**src/rtl/mul_pkg.sv**
```systemverilog
// Shared types and the radix-4 Booth digit map used by the sequential multiplier.
package mul_pkg;

    typedef enum logic [1:0] {
        IDLE = 2'd0,
        RUN  = 2'd1,
        DONE = 2'd2
    } state_t;

    // Booth digit values: zero, +1, +2, -1, -2 times the multiplicand
    typedef enum logic [2:0] {
        ZERO = 3'd0,
        P1   = 3'd1,
        P2   = 3'd2,
        N1   = 3'd3,
        N2   = 3'd4
    } digit_t;

    // Map the 3-bit group {q[i+1], q[i], q[i-1]} to its Booth digit
    function automatic digit_t booth_digit(input logic [2:0] grp);
        digit_t d;
        case (grp)
            3'b001, 3'b010: d = P1;
            3'b011:         d = P2;
            3'b100:         d = N2;
            3'b101, 3'b110: d = N1;
            default:        d = ZERO;
        endcase
        return d;
    endfunction

endpackage

```
**src/rtl/booth_mul_seq_if.sv**
```systemverilog
// Request/response bundle between the control unit and the Booth multiplier.
interface booth_mul_seq_if #(
    parameter int WIDTH = 32
);
    logic                 start;
    logic                 is_signed;
    logic [WIDTH-1:0]     m;
    logic [WIDTH-1:0]     q;
    logic                 busy;
    logic                 done;
    logic [2*WIDTH-1:0]   product;

    modport master (
        output start, is_signed, m, q,
        input  busy, done, product
    );

    modport slave (
        input  start, is_signed, m, q,
        output busy, done, product
    );
endinterface

```
**src/rtl/booth_r4_encode.sv**
```systemverilog
// Radix-4 Booth recoder: one 3-bit multiplier group to {zero, neg, two} controls.
module booth_r4_encode
    import mul_pkg::*;
(
    input  logic [2:0] grp,
    output logic       zero,
    output logic       neg,
    output logic       two
);
    digit_t dig;

    // Decode the group through the shared digit map into adder controls
    always_comb begin
        dig  = booth_digit(grp);
        zero = (dig == ZERO);
        neg  = (dig == N1) || (dig == N2);
        two  = (dig == P2) || (dig == N2);
    end
endmodule

```
**src/rtl/booth_mul_seq.sv**
```systemverilog
// Iterative radix-4 Booth multiplier, one digit per clock, signed or unsigned.
// Operands are widened by two bits so both signednesses run through the same
// signed datapath; the accumulator gets two more bits of headroom for +/-2M.
module booth_mul_seq
    import mul_pkg::*;
#(
    parameter int WIDTH = 32
) (
    input  logic           clock,
    input  logic           clear,
    booth_mul_seq_if.slave bus
);
    localparam int STEPS = WIDTH / 2 + 1;
    localparam int XW    = WIDTH + 2;
    localparam int AW    = WIDTH + 4;
    localparam int CW    = (STEPS > 1) ? $clog2(STEPS) : 1;

    state_t state, state_next;

    logic signed [XW-1:0] mx;
    logic signed [XW-1:0] qx;
    logic                 qm1;
    logic signed [AW-1:0] acc;
    logic [CW-1:0]        cnt;
    logic [2*WIDTH-1:0]   product_r;

    logic                 zero, neg, two;
    logic signed [AW-1:0] mx_ext, addend, sum, acc_next;
    logic signed [XW-1:0] qx_next;
    logic                 last;

    function automatic logic signed [XW-1:0] extend(input logic [WIDTH-1:0] v, input logic s);
        return {{2{s & v[WIDTH-1]}}, v};
    endfunction

    booth_r4_encode u_enc (
        .grp  ({qx[1:0], qm1}),
        .zero (zero),
        .neg  (neg),
        .two  (two)
    );

    // One Booth step: add the selected multiple, then shift {A,Qx,q-1} right by two
    always_comb begin
        mx_ext = {{2{mx[XW-1]}}, mx};
        addend = two ? (mx_ext <<< 1) : mx_ext;
        if (neg)
            addend = ~addend + AW'(1);
        if (zero)
            addend = '0;
        sum      = acc + addend;
        acc_next = sum >>> 2;
        qx_next  = {sum[1:0], qx[XW-1:2]};
        last     = (cnt == CW'(STEPS - 1));
    end

    // State register
    always_ff @(posedge clock or negedge clear) begin
        if (!clear)
            state <= IDLE;
        else
            state <= state_next;
    end

    // Next-state and handshake outputs
    always_comb begin
        state_next = state;
        bus.busy   = 1'b0;
        bus.done   = 1'b0;
        case (state)
            IDLE: begin
                if (bus.start)
                    state_next = RUN;
            end
            RUN: begin
                bus.busy = 1'b1;
                if (last)
                    state_next = DONE;
            end
            DONE: begin
                bus.busy   = 1'b1;
                bus.done   = 1'b1;
                state_next = IDLE;
            end
            default: state_next = IDLE;
        endcase
    end

    // Operand latch, iteration and single-shot product write on the last step
    always_ff @(posedge clock or negedge clear) begin
        if (!clear) begin
            mx        <= '0;
            qx        <= '0;
            qm1       <= 1'b0;
            acc       <= '0;
            cnt       <= '0;
            product_r <= '0;
        end else begin
            case (state)
                IDLE: begin
                    if (bus.start) begin
                        mx  <= extend(bus.m, bus.is_signed);
                        qx  <= extend(bus.q, bus.is_signed);
                        qm1 <= 1'b0;
                        acc <= '0;
                        cnt <= '0;
                    end
                end
                RUN: begin
                    acc <= acc_next;
                    qx  <= qx_next;
                    qm1 <= qx[1];
                    cnt <= cnt + CW'(1);
                    if (last)
                        product_r <= {acc_next[WIDTH-3:0], qx_next};
                end
                default: ;
            endcase
        end
    end

    assign bus.product = product_r;

endmodule

```
**src/flat_wrapper.sv**
```systemverilog
// flat-port wrapper written by rule: the top's interface ports become plain ports
module booth_mul_seq_flat import mul_pkg::*;
#(
    parameter int WIDTH = 32
)
  (clock, clear, bus_start, bus_is_signed, bus_m, bus_q, bus_busy, bus_done, bus_product);
  booth_mul_seq_if #(.WIDTH(WIDTH)) bus_i ();
  input  logic clock;
  input  logic clear;
  input wire logic [$bits(bus_i.start)-1:0] bus_start;
  input wire logic [$bits(bus_i.is_signed)-1:0] bus_is_signed;
  input wire logic [$bits(bus_i.m)-1:0] bus_m;
  input wire logic [$bits(bus_i.q)-1:0] bus_q;
  output wire logic [$bits(bus_i.busy)-1:0] bus_busy;
  output wire logic [$bits(bus_i.done)-1:0] bus_done;
  output wire logic [$bits(bus_i.product)-1:0] bus_product;
  assign bus_i.start = bus_start;
  assign bus_i.is_signed = bus_is_signed;
  assign bus_i.m = bus_m;
  assign bus_i.q = bus_q;
  assign bus_busy = bus_i.busy;
  assign bus_done = bus_i.done;
  assign bus_product = bus_i.product;
  booth_mul_seq #(.WIDTH(WIDTH)) u_core (.clock(clock), .clear(clear), .bus(bus_i));
endmodule
```
**config.mk**
```make
export PLATFORM = sky130hd
export DESIGN_NAME = booth_mul_seq_flat
export DESIGN_NICKNAME = d
export VERILOG_FILES = /design/src/rtl/mul_pkg.sv /design/src/rtl/booth_mul_seq_if.sv /design/src/rtl/booth_r4_encode.sv /design/src/rtl/booth_mul_seq.sv /design/src/flat_wrapper.sv
export SDC_FILE = /design/constraint.sdc
export NUM_CORES = 1
export LEC_CHECK = 0
export ABC_CLOCK_PERIOD_IN_PS = 8100
export BUFFER_PORTS_ARGS = -buffer_cell sky130_fd_sc_hd__buf_2
export CAP_MARGIN = 10
export CORE_MARGIN = 10
export CORE_UTILIZATION = 40
export CTS_CLUSTER_SIZE = 30
export DETAILED_ROUTE_END_ITERATION = 16
export GPL_TIMING_DRIVEN = 0
export SYNTH_ARGS = -nofsm -noshare
export SYNTH_HDL_FRONTEND = slang
export SYNTH_SLANG_ARGS = --single-unit
```
**constraint.sdc**
```tcl
create_clock -name clock -period 8.1 [get_ports clock]
set_clock_uncertainty 0.15 [all_clocks]
set_input_delay 0.81 -clock clock [delete_from_list [all_inputs] [get_ports clock]]
set_output_delay 0.81 -clock clock [all_outputs]
set_load 0.03 [all_outputs]
```
==> flow_summary.json <==
{
  "holdWs_ns": 0.269,
  "hold_buffers": 0,
  "pwr-share-comb_pct": 63.4,
  "hold_viol": 0,
  "ir_worst_vdd_v": 0.000157,
  "path_max_fanout": 10,
  "cap_violations": 0,
  "grt_pass1_wl_um": 54900,
  "power.density_nw_per_um2": 479,
  "swShare_pct": 49.7,
  "cts_root_buf": "clkbuf_16",
  "ys_types": 74,
  "routed_wl_um": 34600,
  "diodes": 0,
  "ios": 134,
  "cp.required_ns": 8.29,
  "die_width_um": 187,
  "path_clk_slew_ns": 0.08,
  "yosysTopAreaCell": "dfrtp_1",
  "layout.nets": 1459,
  "synth_top_area_share_pct": 38.8,
  "coreArea_um2": 27600,
  "yosysMostFrequentCell": "dfrtp_1",
  "grt_max_degree": 105,
  "ys.flop_type": "dfrtp_1",
  "worstHoldPathType": "in -> async",
  "grt_remaining_overflow": 0,
  "critical_path_buf_inv_count": 3,
  "status": "complete, no violations",
  "syn_inst": 1196,
  "path_depth": 26,
  "numCtsBuffers": 17,
  "n_fill_cell": 2778,
  "critical-path-top-delay-family": "compound AO/OA/AOI/OAI gates",
  "cp-end-kind": "flop",
  "highest_layer": "met4",
  "cp-startpoint": "u_core.qm1",
  "antenna_left": 0,
  "htree_levels": 4,
  "worstPathArrival_ns": 7.43,
  "track_usage_pct": 19.5,
  "synth_edf_count": 0,
  "ys_ff_latch": 173,
  "syn_nets": 1306,
  "place_hpwl_um": 25800,
  "row_count": 61,
  "area_growth_pct": 16.0,
  "r2r-end": "u_core.acc[32]",
  "fin_crit_sh_pct": 89.5,
  "dieArea_um2": 35000,
  "synthTopCellsByArea": "dfrtp_1 (39%), mux2_2 (9.4%), o21ai_0 (5.0%)",
  "cpPeakStageDelay_ns": 0.67,
  "first_iter_violations": 760,
  "cpMaxStageDelayCell": "o21ai_1",
  "antenna_found_initial": 0,
  "reg2reg_from": "u_core.qm1",
  "crit_path_end": "u_core.acc[32]",
  "syn-mean-instance-area_um2": 9.33,
  "postCtsResizedCells": 0,
  "gp_congestion": 0.936,
  "start_kind": "flop",
  "fin_tns_setup_ns": 0,
  "power_frac_seq_pct": 22.4,
  "yosysWarnings": 0,
  "worst_slew_pin_slew_ns": 1.00,
  "slew_headroom_pct": 32.9,
  "clkPwrFrac_pct": 14.2,
  "grt_pass1_vias": 9910,
  "internal-power_uw": 3120,
  "worstSetupPathType": "reg -> reg",
  "route.met3.wl_um": 2370,
  "synth_common_cells": "dfrtp_1 (173), nand2_1 (136), o21ai_0 (112)",
  "drc_errors": 0,
  "die_h_um": 187,
  "placedCellCount": 1708,
  "routedLengthMet1_um": 15300,
  "async_flop_share_pct": 100,
  "postCtsSetupRepairBufs": 0,
  "setup_viol": 0,
  "wl_met2_um": 16200,
  "dr.pass1.iters": 6,
  "crit_top_cell": "o21ai_0",
  "drv_slew": 0,
  "syn-cell-area_um2": 11200,
  "drive_above_1_share_pct": 20.9,
  "port_buffers": 133,
  "p_leak_uw": 0.00600,
  "rsz0062_at_grt": "false",
  "routedWlPerCell_um": 19.9,
  "clk_latency_ns": 0.45,
  "ys_seq_area_share_pct": 38.8,
  "cts_buffer_depth": 2,
  "period_minus_slack_ns": 7.25,
  "reg2regPathDepth": 26,
  "p_sw_uw": 3080,
  "cts_tree": "done",
  "timing.fmax_mhz": 138,
  "via_per_inst": 5.60,
  "finalNonFillerCells": 1740,
  "num_vias": 9748,
  "start_util_pct": 40.4,
  "r2r_setup_slack_ns": 0.85,
  "numClockSinks": 173
}
## power groups by stage
stage | Combinational [uW] | Sequential [uW] | Clock, uW
global route | 4360 | 1430 | 924
CTS | 3900 | 1380 | 899
global placement | 3830 | 1390 | 0
floorplan | 2840 | 1370 | 0
finish | 3930 | 1390 | 878
detailed placement | 3880 | 1390 | 0
## sequential cells by signal (all words and copies together), names as in the netlist
name	count
u_core.bus.product	64
u_core.acc	34
u_core.qx	34
u_core.mx	33
u_core.cnt	5
u_core.state	2
u_core.qm1	1
## through the flow
step	utilization, %	setup slack [ns]	power [uW]	instance area [um2]
floorplan	-	2.16	4210	11200
global placement	44.5	1.02	5230	12300
detailed placement	44.6	1.01	5270	12300
CTS	46.9	0.995	6180	12900
global route	46.9	0.356	6710	12900
finish	46.9	0.854	6200	12900
## layer usage
layer	up-vias	GRT usage (%)
met3	57	4.74
met2	314	31.9
met4	0	5.92
met1	4725	24.9
li1	4652	-
met5	-	0
## layout by cell type, fill, tap and decap left out, types with 27 or more instances in the layout
cell type and count:
a21oi_1 82, clkbuf_1 63, xor2_1 27, mux2i_1 42
dfrtp_1 173, mux2_2 93, o21ai_0 112, a22o_1 27
nand2_1 136, buf_2 138, ha_1 41, xnor2_1 38
nor2_1 49
## cells by family after synthesis
logic type | after synthesis | synth area share, %
AOI/OAI and AO/OA | 346 | 19.8
xor gates and xnor gates | 65 | 5.10
adders and majority gates | 42 | 4.78
buffers and inverters | 106 | 3.90
DFF | 173 | 38.8
muxes | 135 | 13.2
and+or+nand+nor | 329 | 14.5
## area by class of cell
cell class	instances	area [um2]	area share (%)
plain buffers	85	357	2.75
clock buffers	19	443	3.42
clock inverters	13	170	1.31
inverters	21	78.8	0.609
multi-input cells	917	6390	49.4
flip-flops and latches	173	4330	33.4
well taps	378	473	3.65
repair buffers	134	703	5.43
## worst min-delay path by stage
stage                                      start  slack [ns]                     end
after floorplan                   u_core.acc[23]        0.31          u_core.acc[23]
after global placement    u_core.bus.product[57]        0.32  u_core.bus.product[57]
after detailed placement  u_core.bus.product[57]        0.33  u_core.bus.product[57]
after CTS                                  clear        0.30            u_core.mx[4]
after global routing                       clear        0.33            u_core.mx[4]
final                                      clear        0.27            u_core.mx[4]
Power figures use the tool's default switching activity.
